--- src/rtl/axi_wr_slave.sv ---
// AXI3 write-channel slave: AW command FIFO, W beat consumer with FIXED/INCR/WRAP
// address generation, registered memory write port and B response with SLVERR reporting.
module axi_wr_slave #(
    parameter int ADDR_W   = 32,
    parameter int DATA_W   = 32,
    parameter int ID_W     = 4,
    parameter int LEN_W    = 4,
    parameter int AW_DEPTH = 4
) (
    input  logic                aclk,
    input  logic                arst,
    input  logic [ID_W-1:0]     awid,
    input  logic [ADDR_W-1:0]   awaddr,
    input  logic [LEN_W-1:0]    awlen,
    input  logic [2:0]          awsize,
    input  logic [1:0]          awburst,
    input  logic                awvalid,
    output logic                awready,
    input  logic [ID_W-1:0]     wid,
    input  logic [DATA_W-1:0]   wdata,
    input  logic [DATA_W/8-1:0] wstrb,
    input  logic                wlast,
    input  logic                wvalid,
    output logic                wready,
    output logic [ID_W-1:0]     bid,
    output logic [1:0]          bresp,
    output logic                bvalid,
    input  logic                bready,
    output logic                mem_we,
    output logic [ADDR_W-1:0]   mem_addr,
    output logic [DATA_W-1:0]   mem_wdata,
    output logic [DATA_W/8-1:0] mem_wstrb
);

    localparam int PTR_W = $clog2(AW_DEPTH);

    typedef struct packed {
        logic [ID_W-1:0]   id;
        logic [ADDR_W-1:0] addr;
        logic [LEN_W-1:0]  len;
        logic [2:0]        size;
        logic [1:0]        burst;
    } cmd_t;

    typedef enum logic [1:0] {IDLE, DATA, RESP} state_t;

    cmd_t              fifo_mem [AW_DEPTH];
    logic [PTR_W:0]    wr_ptr, rd_ptr;
    logic              fifo_empty, fifo_full, push, pop, w_hs;
    cmd_t              head, cmd;
    state_t            state, state_next;
    logic [LEN_W-1:0]  beat;
    logic [ADDR_W-1:0] cur_addr, next_addr, bytes, span;
    logic              err, cmd_err, head_bad;

    function automatic logic check_cmd(cmd_t c);
        logic bad;
        bad = 1'b0;
        if (c.burst == 2'b11)
            bad = 1'b1;
        if ((32'd8 << c.size) > DATA_W)
            bad = 1'b1;
        if (c.burst == 2'b10) begin
            if (!(c.len == LEN_W'(1) || c.len == LEN_W'(3) || c.len == LEN_W'(7) || c.len == LEN_W'(15)))
                bad = 1'b1;
            if ((c.addr & ((ADDR_W'(1) << c.size) - ADDR_W'(1))) != '0)
                bad = 1'b1;
        end
        return bad;
    endfunction

    assign fifo_empty = (wr_ptr == rd_ptr);
    assign fifo_full  = (wr_ptr[PTR_W] != rd_ptr[PTR_W]) &&
                        (wr_ptr[PTR_W-1:0] == rd_ptr[PTR_W-1:0]);
    // A pop in the same cycle never frees room for the push: full blocks outright.
    assign awready    = !fifo_full && !arst;
    assign push       = awvalid && awready;
    assign pop        = (state == IDLE) && !fifo_empty;
    assign w_hs       = wvalid && wready;
    assign head       = fifo_mem[rd_ptr[PTR_W-1:0]];
    assign head_bad   = check_cmd(head);

    // NOTE: the FIFO storage carries no reset; the pointers alone decide which entries are valid.
    always_ff @(posedge aclk) begin
        if (push)
            fifo_mem[wr_ptr[PTR_W-1:0]] <= {awid, awaddr, awlen, awsize, awburst};
    end

    // NOTE: all sequential state uses non-blocking assignments so every register samples pre-edge values.
    always_ff @(posedge aclk or posedge arst) begin
        if (arst) begin
            wr_ptr <= '0;
            rd_ptr <= '0;
            state  <= IDLE;
        end else begin
            if (push)
                wr_ptr <= wr_ptr + (PTR_W+1)'(1);
            if (pop)
                rd_ptr <= rd_ptr + (PTR_W+1)'(1);
            state <= state_next;
        end
    end

    // NOTE: every output of this block gets a default first, so no path can infer a latch.
    always_comb begin
        state_next = state;
        wready     = 1'b0;
        bvalid     = 1'b0;
        bid        = '0;
        bresp      = 2'b00;
        case (state)
            IDLE: if (!fifo_empty) state_next = DATA;
            DATA: begin
                wready = 1'b1;
                if (w_hs && beat == cmd.len)
                    state_next = RESP;
            end
            RESP: begin
                bvalid = 1'b1;
                bid    = cmd.id;
                bresp  = err ? 2'b10 : 2'b00;
                if (bready)
                    state_next = IDLE;
            end
            default: state_next = IDLE;
        endcase
    end

    // Span is a power of two only for legal WRAP lengths; illegal ones never write.
    assign bytes = ADDR_W'(1) << cmd.size;
    assign span  = (ADDR_W'(cmd.len) + ADDR_W'(1)) << cmd.size;

    always_comb begin
        next_addr = cur_addr;
        case (cmd.burst)
            2'b01:   next_addr = (cur_addr & ~(bytes - ADDR_W'(1))) + bytes;
            2'b10:   next_addr = (cur_addr & ~(span - ADDR_W'(1))) |
                                 ((cur_addr + bytes) & (span - ADDR_W'(1)));
            default: next_addr = cur_addr;
        endcase
    end

    always_ff @(posedge aclk or posedge arst) begin
        if (arst) begin
            cmd       <= '0;
            beat      <= '0;
            cur_addr  <= '0;
            err       <= 1'b0;
            cmd_err   <= 1'b0;
            mem_we    <= 1'b0;
            mem_addr  <= '0;
            mem_wdata <= '0;
            mem_wstrb <= '0;
        end else begin
            mem_we <= 1'b0;
            if (pop) begin
                cmd      <= head;
                beat     <= '0;
                cur_addr <= head.addr;
                cmd_err  <= head_bad;
                err      <= head_bad;
            end
            if (w_hs) begin
                beat     <= beat + LEN_W'(1);
                cur_addr <= next_addr;
                // A bad command suppresses the whole burst; a wrong WID only drops its own beat.
                if (!cmd_err && wid == cmd.id) begin
                    mem_we    <= 1'b1;
                    mem_addr  <= cur_addr;
                    mem_wdata <= wdata;
                    mem_wstrb <= wstrb;
                end
                if (wid != cmd.id || wlast != (beat == cmd.len))
                    err <= 1'b1;
            end
            if (bvalid && bready)
                err <= 1'b0;
        end
    end

endmodule
--- config.mk ---
export PLATFORM = sky130hd
export DESIGN_NAME = axi_wr_slave
export DESIGN_NICKNAME = d
export VERILOG_FILES = /design/src/rtl/axi_wr_slave.sv
export SDC_FILE = /design/constraint.sdc
export NUM_CORES = 1
export LEC_CHECK = 0
export BUFFER_PORTS_ARGS = -buffer_cell sky130_fd_sc_hd__buf_2
export CAP_MARGIN = 5
export CORE_MARGIN = 8
export CORE_UTILIZATION = 37
export CTS_BUF_LIST = sky130_fd_sc_hd__clkbuf_16
export DETAILED_ROUTE_END_ITERATION = 8
export MAX_ROUTING_LAYER = met4
export PLACE_DENSITY_LB_ADDON = 0.15
export SYNTH_ARGS = -nofsm -noshare
export SYNTH_HDL_FRONTEND = slang
export SYNTH_SLANG_ARGS = --single-unit
--- constraint.sdc ---
create_clock -name aclk -period 5.2 [get_ports aclk]
set_input_delay 1.04 -clock aclk [delete_from_list [all_inputs] [get_ports aclk]]
set_output_delay 1.04 -clock aclk [all_outputs]
set_load 0.005 [all_outputs]
==> tab_implementation.tex <==
\begin{tabular}{lr}
\hline
Metric & Value \\
\hline
\multicolumn{2}{l}{\textbf{Logic synthesis}} \\
Cell count after synthesis & 1344 \\
Netlist cell types & 105 \\
Count of flip-flops with a built-in enable after synthesis & 180 \\
Asr flop ratio synth & 41.6\% \\
Largest area contributor in the netlist & sky130\_fd\_sc\_hd\_\_edfxtp\_1 \\
Commonest cells post-synth & sky130\_fd\_sc\_hd\_\_nand2\_1, sky130\_fd\_sc\_hd\_\_edfxtp\_1, sky130\_fd\_sc\_hd\_\_dfrtp\_1 \\
Post-synthesis instance area & 15500 µm² \\
Number of synthesized register bits & 308 \\
Mean instance size in the synthesized netlist & 11.5 µm² \\
Synth Net Count & 1460 \\
Post-synth top area share & 34.9\% \\
Area contributors post-synth & sky130\_fd\_sc\_hd\_\_edfxtp\_1, sky130\_fd\_sc\_hd\_\_dfrtp\_1, sky130\_fd\_sc\_hd\_\_nand2\_1, sky130\_fd\_sc\_hd\_\_mux4\_2, sky130\_fd\_sc\_hd\_\_ha\_1 \\
Synth Flop Type & sky130\_fd\_sc\_hd\_\_edfxtp\_1 \\
Post-synthesis sequential area ratio & 55.6\% \\
Library cell with the highest instance count after synthesis & sky130\_fd\_sc\_hd\_\_nand2\_1 \\
Yosys warnings & 0 \\
\multicolumn{2}{l}{\textbf{Worst hold path}} \\
Hold path endpoint & mem\_wdata[2] \\
Origin of the worst min-delay path & mem\_wdata[2] \\
Hold Crit Class & reg2reg \\
Cell depth of the worst min-delay path & 2 \\
\multicolumn{2}{l}{\textbf{Floorplanning}} \\
Total Die Area & 48700 µm² \\
Rows & 75 \\
Count of boundary I/O pins & 169 \\
Horiz. Die Dim & 221 µm \\
Area of the core & 41700 µm² \\
Die Span Y & 221 µm \\
Starting utilization of the core area & 37.2\% \\
\multicolumn{2}{l}{\textbf{STA}} \\
Minimum clock period & 3810 ps \\
Maximum achievable frequency & 263 MHz \\
Share of the clock period used by the worst path after layout & 73.2\% \\
Unrepaired setup endpoints after global routing & false \\
TNS Setup & 0 ps \\
Setup skew after layout & 10.6 ps \\
Number of endpoints with negative hold slack in the final report & 0 \\
Slew at the pin closest to its max-slew limit & 1160 ps \\
\# setup viols final & 0 \\
Pins Over Slew Limit & 0 \\
Worst-case headroom to the max-slew limit & 22.8\% \\
\multicolumn{2}{l}{\textbf{Route}} \\
Antenna violation net count after detailed routing & 0 \\
Total wire length after detailed routing & 42.2 mm \\
Total via count after detailed routing & 11.1k \\
Detail-routed net length per standard cell & 20.4 µm \\
Detailed-routing iteration count for the pre-antenna-repair pass & 5 \\
Remaining design rule violation count & 0 \\
Vias per std cell & 5.40 \\
Detailed router's first-iteration violation count & 980 \\
\multicolumn{2}{l}{\textbf{Global routing}} \\
Pin count of the biggest net entering global routing & 74 \\
Global-route wire length before repair & 65.8 mm \\
Met1 Usage GRT & 24.5\% \\
Total global routing overflow & 0 \\
Met2 usage & 26.4\% \\
Met3 routing resource usage after global routing & 4.16\% \\
Antenna violations before repair & 6 \\
Vias in the first global route & 11.4k \\
Total routing resource utilization after global routing & 17.9\% \\
Global routing's busiest layer & met2 \\
\multicolumn{2}{l}{\textbf{CTS}} \\
Cts bufs inserted & 37 \\
Post CTS Setup Buffer Count & 0 \\
Root buf cell & sky130\_fd\_sc\_hd\_\_clkbuf\_16 \\
TritonCTS Sinks & 308 \\
Hold-fix buffers at CTS & 0 \\
CTS tree & done \\
Clock latency reported for the late side of the worst-skew pair & 550 ps \\
H-tree depth reported by CTS & 2 \\
Clock Tree Buf Depth & 3 \\
Resize count post-CTS & 0 \\
Clock-pin slew on the worst setup and hold paths & 60 ps \\
\multicolumn{2}{l}{\textbf{Power and ir drop}} \\
Power density normalized to cell area & 620 nW/µm² \\
Leakage & 7.37 nW \\
Peak ir drop on the vdd network & 0.000270 V \\
\multicolumn{2}{l}{\textbf{Worst setup path}} \\
CP arrival & 4270 ps \\
Crit. End Element & register \\
Classification of the worst setup path & reg2reg \\
Setup crit start kind & register \\
Data required, critical path & 5670 ps \\
Worst Path Max Fanout & 12 \\
Depth of the most critical reg-to-reg path & 13 \\
Start point of the critical path & cmd[2] \\
Critical register-to-register path startpoint & cmd[2] \\
Flop-to-flop setup slack & 1390 ps \\
\multicolumn{2}{l}{\textbf{Placement}} \\
Global placement routability congestion & 0.907 \\
Hpwl dp & 29.2 mm \\
Placed inst area & 16800 µm² \\
Quantity of I/O buffers inserted on ports & 167 \\
\multicolumn{2}{l}{\textbf{Final layout}} \\
Number of fillers in the final layout & 4006 \\
Fraction of layout instances using a drive strength above 1 & 23.9\% \\
Signed area change from the synthesized netlist to the final layout & 16.7\% \\
Area of all placed cells without fillers & 18100 µm² \\
Layout Nets & 1607 \\
\multicolumn{2}{l}{\textbf{Outcome}} \\
Outcome & finished clean \\
\multicolumn{2}{l}{\textbf{Flow run}} \\
Max-cap viol count & 0 \\
\hline
\end{tabular}
-- where the power goes --
part	internal [mW]	switching (mW)	total (mW)
Sequential	3.18	0.636	3.81
Clock	1.52	1.03	2.55
Combinational	1.94	2.91	4.85
Total	6.64	4.58	11.2
-- cells in the final DEF, fill, tap and decap left out, types with 7 or more instances in the layout --
cell                        instances
sky130_fd_sc_hd__xnor2_1           31
sky130_fd_sc_hd__o21ai_1            9
sky130_fd_sc_hd__and2_1            22
sky130_fd_sc_hd__buf_2            167
sky130_fd_sc_hd__a211oi_1           8
sky130_fd_sc_hd__clkbuf_16         39
sky130_fd_sc_hd__a221oi_1           8
sky130_fd_sc_hd__a31oi_1           14
sky130_fd_sc_hd__ha_1              24
sky130_fd_sc_hd__and3_1            12
sky130_fd_sc_hd__nand3_1           33
sky130_fd_sc_hd__dfrtp_1          126
sky130_fd_sc_hd__buf_4             28
sky130_fd_sc_hd__o31ai_1           18
sky130_fd_sc_hd__nand4_1           17
sky130_fd_sc_hd__o21a_1             7
sky130_fd_sc_hd__nand2_1          284
sky130_fd_sc_hd__nor4_1            13
sky130_fd_sc_hd__edfxtp_1         180
sky130_fd_sc_hd__nor3_1            19
sky130_fd_sc_hd__mux2_2            12
sky130_fd_sc_hd__mux4_2            45
sky130_fd_sc_hd__xor2_1            30
sky130_fd_sc_hd__nor2_1            57
sky130_fd_sc_hd__nand2b_1          10
sky130_fd_sc_hd__a21oi_1           42
sky130_fd_sc_hd__o211ai_1          11
sky130_fd_sc_hd__inv_1             32
sky130_fd_sc_hd__o21ai_0           47
-- final cells by class --
type | instances | area, µm² | share of cell area, %
sequential | 308 | 8610 | 47.6
multi-input combinational | 921 | 6410 | 35.4
timing repair buffer | 195 | 1050 | 5.79
clock buffer | 39 | 976 | 5.40
tap | 539 | 674 | 3.73
clock inverter | 29 | 239 | 1.32
inverter | 28 | 110 | 0.609
antenna | 6 | 15.0 | 0.0830
-- cell families (layout without fill, tap and decap cells) --
logic type	count (synthesis)	in the layout	share of synthesized area [%]
mux	64	64	7.87
simple gates	525	525	16.1
fa+ha+maj	25	25	2.07
flops	308	308	55.6
xor+xnor	62	62	3.63
compound gates	244	244	11.5
buf+inv	115	291	3.23
other cells	1	7	0.0242
-- critical path, cell delays in order, from the launching register on --
cell                        delay (ps)
sky130_fd_sc_hd__dfrtp_1           540
sky130_fd_sc_hd__nor2_2            330
sky130_fd_sc_hd__nand2_1           120
sky130_fd_sc_hd__inv_1             130
sky130_fd_sc_hd__ha_1              280
sky130_fd_sc_hd__inv_1              80
sky130_fd_sc_hd__fa_1              410
sky130_fd_sc_hd__nor2b_1           170
sky130_fd_sc_hd__o2111ai_1         150
sky130_fd_sc_hd__a31oi_1           360
sky130_fd_sc_hd__nand2_1           290
sky130_fd_sc_hd__nor4_2            490
sky130_fd_sc_hd__a221oi_1          170
sky130_fd_sc_hd__o2bb2ai_1         190
-- worst max path at each step --
stage | end | slack [ps] | depth (start not counted)
detailed placement | register | 1430 | 13
global route | register | 1060 | 13
global placement | register | 1480 | 11
CTS | register | 1400 | 13
finish | register | 1390 | 13
floorplan | asynchronous set/reset pin | 750 | 1
-- stage by stage --
| step | util [%] | power, mW | cells | setup WS, ps | hold slack [ps] |
|---|---|---|---|---|---|
| final | 43.4 | 11.2 | 2065 | 1390 | 465 |
| after global routing | 43.4 | 11.9 | 2065 | 1060 | 487 |
| after CTS | 43.4 | 11.3 | 2059 | 1400 | 471 |
| after detailed placement | 40.4 | 8.68 | 1991 | 1430 | 457 |
| after global placement | 40.4 | 8.64 | 1991 | 1480 | 452 |
| after floorplan | - | 7.19 | 1344 | 747 | 458 |
-- layer usage --
layer / up-vias / wire length [µm]
li1: 5252 / -
met1: 5450 / 19900
met2: 373 / 18400
met3: 70 / 3100
met4: 0 / 874
met5: - / 0
Power figures use the tool's default switching activity.
